## src/rtl/counter_responder_pkg.sv

```systemverilog
// Shared encodings for the progress controller
// and its counter-side responder.
package counter_responder_pkg;

  typedef enum logic [1:0] {
    IDLE = 2'd0,
    RUN  = 2'd1,
    DONE = 2'd2
  } state_e;

  localparam logic DIR_UP   = 1'b1;
  localparam logic DIR_DOWN = 1'b0;

  localparam int DEF_WIDTH  = 4;
  localparam int DEF_MAXVAL = 15;

endpackage

```

## src/rtl/counter_responder_if.sv

```systemverilog
// Request/acknowledge bundle between the
// controller (master) and the responder (slave).
interface counter_responder_if #(
  parameter int WIDTH = 4
);

  logic             enable;
  logic             forward;
  logic             clear;
  logic [WIDTH-1:0] out;
  logic             busy;
  logic             finish;

  modport master (
    output enable,
    output forward,
    output clear,
    input  out,
    input  busy,
    input  finish
  );

  modport slave (
    input  enable,
    input  forward,
    input  clear,
    output out,
    output busy,
    output finish
  );

endinterface

```

## src/rtl/counter_responder_step_prescaler.sv

```systemverilog
// Tick generator: one tick every PRESCALE enabled
// cycles, restartable so each run begins aligned.
module step_prescaler #(
  parameter int PRESCALE = 1
) (
  input  logic clk,
  input  logic rst_n,
  input  logic restart_i,
  input  logic en_i,
  output logic tick_o
);

  localparam int CW =
    (PRESCALE > 1) ? $clog2(PRESCALE) : 1;
  localparam logic [CW-1:0] LAST =
    CW'(PRESCALE - 1);

  logic [CW-1:0] cnt_q;
  logic [CW-1:0] cnt_d;
  logic          wrap;

  assign wrap   = (cnt_q == LAST);
  assign tick_o = en_i & ~restart_i & wrap;

  always_comb begin
    cnt_d = cnt_q;
    if (restart_i) begin
      cnt_d = '0;
    end else if (en_i) begin
      if (wrap) begin
        cnt_d = '0;
      end else begin
        cnt_d = cnt_q + CW'(1);
      end
    end
  end

  always_ff @(posedge clk or negedge rst_n) begin
    if (!rst_n) begin
      cnt_q <= '0;
    end else begin
      cnt_q <= cnt_d;
    end
  end

endmodule

```

## src/rtl/counter_responder.sv

```systemverilog
// Counter-side responder: steps the count toward
// the terminal value, then holds finish until release.
module counter_responder
  import counter_responder_pkg::*;
#(
  parameter int WIDTH    = DEF_WIDTH,
  parameter int MAXVAL   = DEF_MAXVAL,
  parameter int PRESCALE = 1
) (
  input  logic clk,
  input  logic reset,
  counter_responder_if.slave bus
);

  localparam logic [WIDTH-1:0] MAX_W =
    WIDTH'(MAXVAL);

  state_e           state_q;
  state_e           state_d;
  logic [WIDTH-1:0] out_q;
  logic [WIDTH-1:0] out_d;
  logic             dir_q;
  logic             dir_d;

  logic             tick;
  logic             in_run;
  logic [WIDTH-1:0] step_v;
  logic [WIDTH-1:0] term_v;
  logic [WIDTH-1:0] start_term;

  assign in_run = (state_q == RUN);

  step_prescaler #(
    .PRESCALE (PRESCALE)
  ) u_pre (
    .clk       (clk),
    .rst_n     (reset),
    .restart_i (~in_run),
    .en_i      (in_run),
    .tick_o    (tick)
  );

  assign step_v = (dir_q == DIR_UP) ?
    out_q + WIDTH'(1) : out_q - WIDTH'(1);
  assign term_v = (dir_q == DIR_UP) ?
    MAX_W : '0;
  assign start_term = (bus.forward == DIR_UP) ?
    MAX_W : '0;

  always_comb begin
    state_d = state_q;
    out_d   = out_q;
    dir_d   = dir_q;
    unique case (state_q)
      IDLE: begin
        if (bus.enable) begin
          dir_d = bus.forward;
          if (out_q == start_term) begin
            state_d = DONE;
          end else begin
            state_d = RUN;
          end
        end else if (bus.clear) begin
          out_d = '0;
        end
      end
      RUN: begin
        // terminal step wins over a same-edge release
        if (tick && step_v == term_v) begin
          out_d   = step_v;
          state_d = DONE;
        end else if (!bus.enable) begin
          state_d = IDLE;
        end else if (tick) begin
          out_d = step_v;
        end
      end
      DONE: begin
        if (!bus.enable) begin
          state_d = IDLE;
        end
      end
      default: begin
        state_d = IDLE;
      end
    endcase
  end

  always_ff @(posedge clk or negedge reset) begin
    if (!reset) begin
      state_q <= IDLE;
      out_q   <= '0;
      dir_q   <= DIR_UP;
    end else begin
      state_q <= state_d;
      out_q   <= out_d;
      dir_q   <= dir_d;
    end
  end

  assign bus.out    = out_q;
  assign bus.busy   = in_run;
  assign bus.finish = (state_q == DONE);

endmodule

```

## src/flat_wrapper.sv

```systemverilog
// flat-port wrapper written by rule: the top's interface ports become plain ports
module counter_responder_flat import counter_responder_pkg::*;
#(
  parameter int WIDTH    = DEF_WIDTH,
  parameter int MAXVAL   = DEF_MAXVAL,
  parameter int PRESCALE = 1
)
  (clk, reset, bus_enable, bus_forward, bus_clear, bus_out, bus_busy, bus_finish);
  counter_responder_if #(.WIDTH(WIDTH)) bus_i ();
  input  logic clk;
  input  logic reset;
  input wire logic [$bits(bus_i.enable)-1:0] bus_enable;
  input wire logic [$bits(bus_i.forward)-1:0] bus_forward;
  input wire logic [$bits(bus_i.clear)-1:0] bus_clear;
  output wire logic [$bits(bus_i.out)-1:0] bus_out;
  output wire logic [$bits(bus_i.busy)-1:0] bus_busy;
  output wire logic [$bits(bus_i.finish)-1:0] bus_finish;
  assign bus_i.enable = bus_enable;
  assign bus_i.forward = bus_forward;
  assign bus_i.clear = bus_clear;
  assign bus_out = bus_i.out;
  assign bus_busy = bus_i.busy;
  assign bus_finish = bus_i.finish;
  counter_responder #(.WIDTH(WIDTH), .MAXVAL(MAXVAL), .PRESCALE(PRESCALE)) u_core (.clk(clk), .reset(reset), .bus(bus_i));
endmodule
```

## config.mk

```make
export PLATFORM = sky130hd
export DESIGN_NAME = counter_responder_flat
export DESIGN_NICKNAME = d
export VERILOG_FILES = /design/src/rtl/counter_responder_pkg.sv /design/src/rtl/counter_responder_if.sv /design/src/rtl/counter_responder_step_prescaler.sv /design/src/rtl/counter_responder.sv /design/src/flat_wrapper.sv
export SDC_FILE = /design/constraint.sdc
export NUM_CORES = 1
export LEC_CHECK = 0
export ABC_AREA = 1
export BUFFER_PORTS_ARGS = -buffer_cell sky130_fd_sc_hd__buf_2
export CAP_MARGIN = 10
export CORE_AREA = 2 2 39 41
export DETAILED_ROUTE_END_ITERATION = 12
export DIE_AREA = 0 0 41 43
export GPL_ROUTABILITY_DRIVEN = 0
export GPL_TIMING_DRIVEN = 0
export PLACE_DENSITY_LB_ADDON = 0.3
export SYNTH_ARGS = -nofsm -noshare
export SYNTH_HDL_FRONTEND = slang
export SYNTH_SLANG_ARGS = --single-unit
```

## constraint.sdc

```tcl
create_clock -name clk -period 2.3 [get_ports clk]
set_input_delay 0.23 -clock clk [delete_from_list [all_inputs] [get_ports clk]]
set_output_delay 0.23 -clock clk [all_outputs]
set_load 0.02 [all_outputs]
```

## After elaboration in Yosys (flattened, before gate mapping)

Cells that the tools add are included.

- Add/subtract/negate cells: 3
- Equal/unequal tests: 9
- Mux-type cells: 16
- Bitwise gates (word level): 2
- Reduce and logical (&&, ||, !) cells: 5

Operators with widths:

| kind | number |
|---|---|
| 4-bit 2-to-1 mux | 8 |
| 4-bit == test | 2 |
| 2-bit 2-to-1 mux | 4 |
| 4-bit one-hot mux with 2 select lines | 1 |
| 2-bit inequality test, second input constant | 3 |
| 2-bit one-hot mux with 3 select lines | 1 |
| 5-bit AND reduction | 1 |
| 4-bit by 1-bit adder with 4-bit output, second input constant | 1 |
| 4-bit by 1-bit subtractor with 4-bit output, second input constant | 1 |
| 3-bit by 1-bit inequality test with 1-bit output, second input constant | 1 |
| 3-bit by 2-bit inequality test with 1-bit output, second input constant | 1 |
| 2-bit by 1-bit == test with 1-bit output, second input constant | 1 |
| 2-bit == test, second input constant | 1 |
| 2-bit logical NOT | 1 |
| 1-bit 2-to-1 mux | 2 |
| 2-bit AND reduction | 1 |
| 2-bit nonzero test | 1 |
| 1-bit adder, second input constant | 1 |
| 1-bit AND | 1 |
| 1-bit logical AND | 1 |
| 1-bit inverter | 1 |

- Flip-flop bits (word level): 8
- Bits of input ports: 5
- Output and inout bits: 6

## Longest topological paths before layout

Gate-level depths: netlist of the first run.

- Depth in word-level cells: 6
- Gate-level depth with buffers: 13
- Mapped depth without buffers: 13

## Hierarchy

A second synthesis of the first run with hierarchy kept.

- Cells, all modules: 91
- Area, all modules: 638.1 sq um

Modules (own cells, without submodules):

| module | times used | cells an instance | area an instance (sq um) | sequential area each (sq um) |
|---|---|---|---|---|
| counter_responder | 1 | 89 | 628.1 | 176.4 |
| step_prescaler | 1 | 2 | 10.0 | 0.0 |

## Worst setup path after synthesis of the first run

No wires, ideal clock.

- Path type: register -> register
- Start point: register u_core.out_q[0] (netlist: u_core.bus.out[0])
- End point: register u_core.out_q[1] (netlist: u_core.bus.out[1])
- Setup time: 118 ps
- Arrival: 1733 ps
- Required time: 2182 ps
- Path slack: 450 ps
- Stages on the path, launching flop included: 13
- Buffers on the path: 0
- Path through: dfrtp_1 inv_1 fa_1 inv_1 nand2_1 nand2_1 nand3_1 nand2_4 nand3_4 nand2_4 nand2_4 nand2_1 nand2_1

- Cells in the longest elaborated chain, start to end: 6
- Elaborated cells on any way between the ends: 12
- Classes of those cells: add/sub (2); eq/ne (3); mux (5); reduce/logical (2)

RTL lines:

| what | RTL line | source |
|---|---|---|
| start, declared | counter_responder.sv:20 | `logic [WIDTH-1:0] out_q;` |
| start signal, assigned | counter_responder.sv:96 | `out_q <= out_d;` |
| 4-bit by 1-bit subtractor with 4-bit output or 4-bit by 1-bit adder with 4-bit output (tied branches) | counter_responder.sv:44 | `out_q + WIDTH'(1) : out_q - WIDTH'(1);` |
| 4-bit 2-to-1 mux (*) | counter_responder.sv:43 | `assign step_v = (dir_q == DIR_UP) ?` |
| 4-bit == test or 4-bit 2-to-1 mux (tied branches) | counter_responder.sv:69, counter_responder.sv:74 |  |
| 1-bit logical AND or 4-bit 2-to-1 mux (tied branches) | counter_responder.sv:69, counter_responder.sv:72 |  |
| 3-bit by 1-bit inequality test with 1-bit output (no source line) (tied with other cells) | - |  |
| 5-bit AND reduction (no source line) or 4-bit one-hot mux with 2 select lines (tied branches) | - |  |

Mark *: on every way between the ends. The rest lies on a longest branch, timed or not. The select of a mux whose other input is x is not followed.
A chain may end at the register's enable or synchronous reset.

## Worst setup path after layout of the first run

- Start point: register u_core.out_q[0] (netlist: u_core.bus.out[0])
- End point: register u_core.out_q[0] (netlist: u_core.bus.out[0])

Same word-level chain as after synthesis.

==> impl_metrics.tcl, run 1 <==
set metrics [dict create \
    status "complete, no violations" \
    gr-total-overflow 0 \
    final_cells 109 \
    max_freq_ghz 0.5241 \
    post-route-min-period_ns 1.908 \
    start_util_pct 42.22 \
    hold_buffers 1 \
    port_buffers 10 \
    fp.dieArea_mm2 0.001763 \
    grt_pass1_wl_um 1980 \
    areaGrowthSynthToFinish_pct 18.20 \
    hold_class "in2reg" \
    antenna_found_initial 0 \
    synth_cells 78 \
    fin_tns_setup_ns 0 \
    via_per_inst 4.908 \
    numCtsBuffers 3 \
    clk_latency_ns 0.25 \
    post_cts_resized 0 \
    postRouteAntennaNets 0 \
    fin_crit_sh_pct 82.95 \
    dp_hpwl_um 986.2 \
    yosys_warnings 0 \
    p_leak_nw 0.3780 \
    cts_tree "yes" \
    grt_max_degree 8 \
    drt_iter0_drc 11 \
    cp.required_ns 2.43 \
    final_common_cell "nand2_1" \
    cts_setup_buffers 0 \
    cts_root_buffer "clkbuf_4" \
    switchingPower_w 0.0006244 \
    hold_viol 0 \
    grt_usage_pct 17.53 \
    p_comb_share_pct 68.6 \
    critPathLaunchType "flip-flop" \
    final_cell_mix "nand2_1, inv_1, buf_2" \
    p_int_w 0.0005397 \
    finClkSkew_ns 0.004465 \
    drive_gt1_share_pct 32.26 \
    placed_cells 104 \
    cp.arrival_ns 2.04 \
    maxSlewViolCount 0 \
    setup_viol 0 \
    synth_fp_nets 86 \
    ys_types 21 \
    ys_seq_area_share_pct 30.19 \
    die_x_um 41 \
    synth_area_um2 584.3 \
    core_area_mm2 0.001384 \
    p_clk_share_pct 9.1 \
    drt_wl_total_um 1213 \
    die_y_um 43 \
    first_global_vias 505 \
    io-pin-count 11 \
    rows 14 \
    diodes 0 \
    peakVddDrop_mv 0.7438 \
    path_class "reg2reg" \
    yosysTopAreaCellShare_pct 25.70 \
    wl_per_cell_um 11.13 \
    nets 102 \
    power_density_mw_per_mm2 1685 \
    p_seq_share_pct 22.2 \
    syn_avg_cell_area_um2 7.491 \
    drv_cap 0 \
    rsz0062_at_grt "false" \
    synthTopCellsByArea "dfrtp_1, nand2_1, nand2_4" \
    worst-path-max-fanout 6 \
    cts_max_path_buffers 2 \
    synth_seq_cells 7 \
    cts_sinks 7 \
    switching_share_pct 53.64 \
    clkTransAtPathRegs_ns 0.05 \
    tightest_slew_ns 0.2791 \
    synth_top_cell_by_area "dfrtp_1" \
    first_pass_iters 4 \
    route.detailed.drc 0 \
    vias 535 \
    slew_headroom_pct 81.20 \
    critPathCaptureType "flip-flop" \
    cts_max_level 1 \
]
-- through the flow --
| stage | hold WS (ns) | setup slack, ns | area (um^2) | utilization, % | power [W] |
|---|---|---|---|---|---|
| after global placement | 0.06458 | 0.4104 | 654.4 | 47.29 | 0.001042 |
| final | 0.2289 | 0.3921 | 690.7 | 49.91 | 0.001164 |
| after floorplan | -0.06559 | 0.4496 | 584.3 | - | 0.0008975 |
| after CTS | 0.2153 | 0.3796 | 690.7 | 49.91 | 0.001182 |
| after detailed placement | 0.06515 | 0.4009 | 654.4 | 47.29 | 0.001068 |
| after global routing | 0.2079 | 0.2452 | 690.7 | 49.91 | 0.001292 |
-- area by class of cell --
class / instances / area, um^2
well taps: 16 / 20.02
repair buffers: 11 / 60.06
multi-input cells: 57 / 355.3
clock buffers: 4 / 26.28
inverters: 14 / 52.55
flip-flops and latches: 7 / 176.4
fillers: 155 / 693.2
-- state kept, by name (all words and copies together) (netlist names) --
signal / cells
u_core.bus.out: 4
u_core.state_q: 2
u_core.dir_q: 1
-- synthesized netlist by cell type (all sizes together) --
master and number:
nand2 25, inv 14, nand3 10, nor2 7
dfrtp 6, a21oi 3, nand4 3, ha 2
or2 2, a22oi 1, a31oi 1, dfstp 1
fa 1, nor3 1, o21ai 1
-- layer usage --
metal | share of wire, % | vias to the layer above | GRT usage, %
li1 | - | 278 | -
met1 | 45 | 238 | 21.62
met2 | 50 | 17 | 24.38
met3 | 4.0 | 2 | 4.712
met4 | 0.91 | 0 | 14.00
met5 | 0 | - | 0
-- critical path: stages, from the launching register on --
cell and delay, ns:
dfrtp_1 0.42, inv_1 0.12, fa_1 0.47, inv_1 0.08, nand2_1 0.07, nand2_1 0.09
nand3_1 0.11, nand2_4 0.11, nand3_4 0.07, nand2_4 0.09, nand2_4 0.07, nand2_1 0.06
nand2_1 0.05
-- kinds of logic (layout without fill, tap and decap cells) --
group / after synthesis / after routing / synth area share [%]
and+or+nand+nor: 48 / 48 / 47.32
AOI/OAI and AO/OA: 6 / 6 / 5.781
DFF: 7 / 7 / 30.19
buffers and inverters: 14 / 29 / 8.994
adders and majority gates: 3 / 3 / 7.708
-- power groups by stage --
stage               clock network (W)  logic (W)  registers [W]
detailed placement                  0   0.000807       0.000261
finish                       0.000106   0.000799       0.000258
global placement                    0   0.000782       0.000260
global route                 0.000128   0.000895       0.000269
CTS                          0.000113   0.000809       0.000259
floorplan                           0   0.000614       0.000283
-- final timing paths --
path,startpoint,endpoint,slack [ns],cells past startpoint
min in group asynchronous,reset,u_core.state_q[0],0.35,2
setup / recovery,u_core.bus.out[0],u_core.bus.out[0],0.39,12
hold / removal,bus_enable,u_core.dir_q,0.23,2
max in group asynchronous,reset,u_core.dir_q,1.73,2
setup reg to reg,u_core.bus.out[0],u_core.bus.out[0],0.39,12
hold reg to reg,u_core.dir_q,u_core.dir_q,0.55,2
Power figures use the tool's default switching activity.
==> run 2, diff against run 1 <==
Clock period 2.3 ns to 1.6 ns, I/O delays scaled along.
==> run 2 against run 1 <==
Effect of this change:
- the flow now finishes with violations (negative setup slack)
- maximum frequency grew 7.7%
- clock power up 42%
- wire length is 7.5% higher
- cell area grew 22%
- first-iteration DRC count grew 36%
- sequential power is 39% higher
- count of clock-buffer cells in the layout stayed put
- critical endpoint is now u_core.bus.out[3]
- total power rose by 89%
- worst setup slack got worse by 0.56 ns
==> impl_metrics.tcl, run 2 (same netlist as run 1, synthesis figures left out) <==
set metrics [dict create \
    numCtsBuffers 3 \
    tightest_slew_ns 0.2595 \
    crit_slowest_cell "dfstp_2" \
    rows 14 \
    hold_viol 0 \
    gr-total-overflow 0 \
    worst-path-max-fanout 5 \
    io-pin-count 11 \
    status "complete, but fails checks" \
    power.total_w 0.002200 \
    drv_cap 0 \
    rsz0062_at_grt "true" \
    cts_root_buffer "clkbuf_4" \
    first_global_vias 488 \
    finalWorstSetupSlack_ns -0.1711 \
    grt_max_degree 8 \
    hold_slack_ns 0.1582 \
    maxSlewViolCount 0 \
    cp.arrival_ns 1.90 \
    nets 111 \
    p_leak_nw 0.4318 \
    fp.dieArea_mm2 0.001763 \
    first_pass_iters 4 \
    diodes 0 \
    antenna_found_initial 0 \
    cts_max_level 1 \
    start_util_pct 42.22 \
    slew_headroom_pct 82.68 \
    post-route-min-period_ns 1.771 \
    r2r.worst_path.cells 11 \
    grt_usage_pct 16.53 \
    reg2reg_slack_ns -0.17 \
    cp_common_cell "nand2_4" \
    cts_sinks 7 \
    dp_hpwl_um 934.3 \
    worstSetupEndpoint "u_core.bus.out[3]" \
    route.detailed.drc 0 \
    postRouteAntennaNets 0 \
    setup_viol 6 \
    clk_latency_ns 0.24 \
    largest_reg_flops 4 \
    finClkSkew_ns 0.0007591 \
    cpPeakStageDelay_ns 0.56 \
    path_class "reg2reg" \
    areaGrowthSynthToFinish_pct 44.33 \
    via_per_inst 4.797 \
    core_area_mm2 0.001384 \
    drive_gt1_share_pct 50.00 \
    place_worst_setup_slack_ns -0.2353 \
    die_y_um 43 \
    max_freq_ghz 0.5646 \
    critPathCaptureType "flip-flop" \
    final_common_cell "nand2_1" \
    r2r_end "u_core.bus.out[3]" \
    startpoint "u_core.dir_q" \
    drt_wl_total_um 1304 \
    hold_class "in2reg" \
    cp.required_ns 1.73 \
    critPathLaunchType "flip-flop" \
    r2r_start "u_core.dir_q" \
    drt_iter0_drc 15 \
    cts_max_path_buffers 2 \
    violations "negative setup slack" \
    die_x_um 41 \
    vias 566 \
    wl_per_cell_um 11.05 \
    finish.utilization_pct 60.94 \
    grt_pass1_wl_um 1973 \
    fin_crit_sh_pct 110.7 \
    peakVddDrop_mv 1.281 \
    final_cell_mix "nand2_1, inv_1, buf_2" \
    power_density_mw_per_mm2 2609 \
    critical_path.cell_chain "inv_4, ha_4, or2_4, nand2_4, nand2_4, nand3_4, nand3_4, nand2_4, nand2_4, nand2_1, nand2_1" \
    fin_tns_setup_ns -0.7755 \
    clkTransAtPathRegs_ns 0.05 \
    port_buffers 10 \
    cts_tree "yes" \
]
run 2: cell count changes in the layout (fill, tap and decap cells not counted), moves of 2 or more:
| cell | before | now |
|---|---|---|
| buf_4 | 0 | 8 |
| dfrtp_2 | 0 | 2 |
| nand3_4 | 1 | 3 |
| dfrtp_1 | 6 | 4 |
| nand2_1 | 17 | 14 |
| ha_4 | 0 | 2 |
| nand2_4 | 4 | 7 |
| ha_1 | 2 | 0 |
run 2: where the power goes:
part	internal [W]	switching, W
clock	0.0000946	0.0000558
combinational	0.000734	0.000959
sequential	0.000272	0.0000856
total	0.00110	0.00110
run 2: layout make-up:
class | count | area (um^2)
inverter | 14 | 55.05
multi-input combinational | 57 | 431.7
tap | 16 | 20.02
sequential | 7 | 178.9
fill | 125 | 540.5
clock buffer | 4 | 26.28
timing repair buffer | 20 | 131.4
run 2: worst max-delay path, delay by kind of cell, from the launching register on:
family / cells / cell delay [ns]
adder cells (fa/ha/maj): 1 / 0.21
buffers and inverters: 1 / 0.06
flip-flops: 1 / 0.56
AND/OR/NAND/NOR: 9 / 0.81
run 2: worst min path at each step:
stage | from | cells past startpoint | end
final | bus_enable | 2 | u_core.dir_q
after global placement | reset | 1 | u_core.state_q[1]
after detailed placement | reset | 1 | u_core.state_q[0]
after global routing | bus_enable | 2 | u_core.dir_q
after CTS | bus_enable | 2 | u_core.dir_q
after floorplan | reset | 0 | u_core.bus.out[0]
run 2: timing repair:
action	in CTS	in global routing
setup buffers	5	4
gates resized for setup	8	6
pin swaps	6	5
hold buffers	1	0
endpoints found under the hold margin	7	0
setup endpoints to repair	6	6
run 2: per-layer routing:
layer  global-route usage, %  share of wire, %  up-vias
met5                       0                 0        -
met4                   6.000               1.2        0
met3                       0               1.9        2
met2                   27.19                52        9
met1                   22.37                45      259
li1                        -                 -      296
run 2: through the flow:
stage / std cells / cell area, um^2
global route: 118 / 843.3
detailed placement: 104 / 671.9
global placement: 104 / 671.9
CTS: 114 / 790.8
finish: 118 / 843.3
floorplan: 78 / 601.8
==> run 3, diff against run 2 <==
Settings changed: REMOVE_ABC_BUFFERS from default to 1.
==> run 3 against run 2 <==
Effect of this change:
- the run still ends with negative setup slack left
- maximum frequency fell by 1.3%
- critical endpoint is now u_core.bus.out[1]
- highest routed layer unchanged
- final cell count is the same
- sequential power decreased by 1%
- critical path type unchanged
==> impl_metrics.tcl, run 3 (same netlist as run 1, synthesis figures left out) <==
set metrics [dict create \
    status "complete, but fails checks" \
    violations "negative setup slack" \
    postRouteAntennaNets 0 \
    largest_reg_flops 4 \
    peakVddDrop_mv 1.324 \
    dp_hpwl_um 986.2 \
    start_util_pct 42.22 \
    post-route-min-period_ns 1.795 \
    nFillCells 135 \
    gr-total-overflow 0 \
    final_common_cell "nand2_1" \
    slew_headroom_pct 81.75 \
    hold_class "in2reg" \
    finClkSkew_ns 0.004984 \
    die_x_um 41 \
    cts_max_level 1 \
    hold_slack_ns 0.1594 \
    drive_gt1_share_pct 49.02 \
    power.total_w 0.002191 \
    io-pin-count 11 \
    cp.arrival_ns 1.93 \
    max_freq_ghz 0.5571 \
    cts_root_buffer "clkbuf_4" \
    critPathLaunchType "flip-flop" \
    final_cells 118 \
    vias 582 \
    p_leak_nw 0.4341 \
    rsz0062_at_grt "true" \
    worst-path-max-fanout 5 \
    setup_viol 6 \
    path_class "reg2reg" \
    min_from "bus_forward" \
    maxSlewViolCount 0 \
    cts_max_path_buffers 2 \
    cp.required_ns 1.74 \
    numCtsBuffers 3 \
    placed_cells 104 \
    diodes 0 \
    first_pass_iters 4 \
    first_global_vias 537 \
    wl_per_cell_um 11.34 \
    drt_wl_total_um 1338 \
    seq_area_um2 176.4 \
    areaGrowthSynthToFinish_pct 43.90 \
    nets 111 \
    drv_cap 0 \
    grt_pass1_wl_um 2201 \
    route.detailed.drc 0 \
    critPathCaptureType "flip-flop" \
    startpoint "u_core.dir_q" \
    antenna_found_initial 0 \
    core_area_mm2 0.001384 \
    tightest_slew_ns 0.2709 \
    finish.utilization_pct 60.76 \
    r2r_start "u_core.dir_q" \
    multiInputGateArea_um2 431.7 \
    power_density_mw_per_mm2 2606 \
    finalWorstSetupSlack_ns -0.1951 \
    port_buffers 10 \
    fp.dieArea_mm2 0.001763 \
    drt_iter0_drc 15 \
    via_per_inst 4.932 \
    clkTransAtPathRegs_ns 0.05 \
    hold_viol 0 \
    die_y_um 43 \
    cts_tree "yes" \
    cts_sinks 7 \
    final_cell_mix "nand2_1, inv_1, buf_2" \
    grt_usage_pct 19.16 \
    grt_max_degree 8 \
    rows 14 \
    fin_crit_sh_pct 112.2 \
    clk_latency_ns 0.25 \
]
[run 3: changes by cell type in the layout (fill, tap and decap cells not counted)]
| cell | before | now |
|---|---|---|
| dfrtp_1 | 4 | 6 |
| dfrtp_2 | 2 | 0 |
| inv_1 | 10 | 11 |
| inv_2 | 3 | 2 |
| nand2_1 | 14 | 12 |
| nand2_2 | 4 | 7 |
| nand2_4 | 7 | 6 |
[run 3: layout make-up]
cell class	count	area share, %
Clock buffer	4	3.125
Inverter	14	6.548
Multi-Input combinational cell	57	51.34
Sequential cell	7	20.98
Tap cell	16	2.381
Timing Repair Buffer	20	15.63
[run 3: path summary, 6_finish.rpt]
check                                    end  slack [ns]  cells after the start
max in group asynchronous       u_core.dir_q        1.10                      2
min in group asynchronous  u_core.state_q[0]        0.28                      2
min reg2reg                u_core.bus.out[3]        0.59                      2
min                             u_core.dir_q        0.16                      3
max reg2reg                u_core.bus.out[1]       -0.20                     11
max                        u_core.bus.out[1]       -0.20                     11
[run 3: metal layers]
layer,GRT usage (%),part of all wire (%)
met5,0,0
met4,14.00,0.90
met3,4.712,2.8
met2,27.19,54
met1,23.99,42
[run 3: power by group]
part	switching, W	internal [W]
logic	0.000956	0.000728
clock network	0.0000588	0.0000948
registers	0.0000851	0.000268
total	0.00110	0.00109
[run 3: worst max-delay path: stages, from the launching register on]
cell	delay, ns
dfstp_2	0.56
inv_4	0.06
ha_4	0.21
or2_4	0.25
nand2_4	0.07
nand2_4	0.06
nand3_4	0.09
nand3_4	0.08
nand2_4	0.09
nand2_4	0.07
nand2_2	0.08
nand2_2	0.04
[run 3: repair_timing]
item | CTS | global route
cloned | 0 | 0
buffers inserted | 5 | 4
gates resized for setup | 7 | 10
hold buffers | 1 | 0
hold endpoints to repair | 7 | 0
pin swaps | 4 | 10
setup endpoints to repair | 6 | 6
[run 3: through the flow]
step | instance area (um^2) | worst slack, ns | setup TNS, ns
after global placement | 654.4 | -0.2896 | -1.482
after floorplan | 584.3 | -0.2504 | -1.244
after detailed placement | 654.4 | -0.2991 | -1.543
after CTS | 770.7 | -0.1469 | -0.7611
final | 840.8 | -0.1951 | -0.9603
after global routing | 840.8 | -0.2570 | -1.401
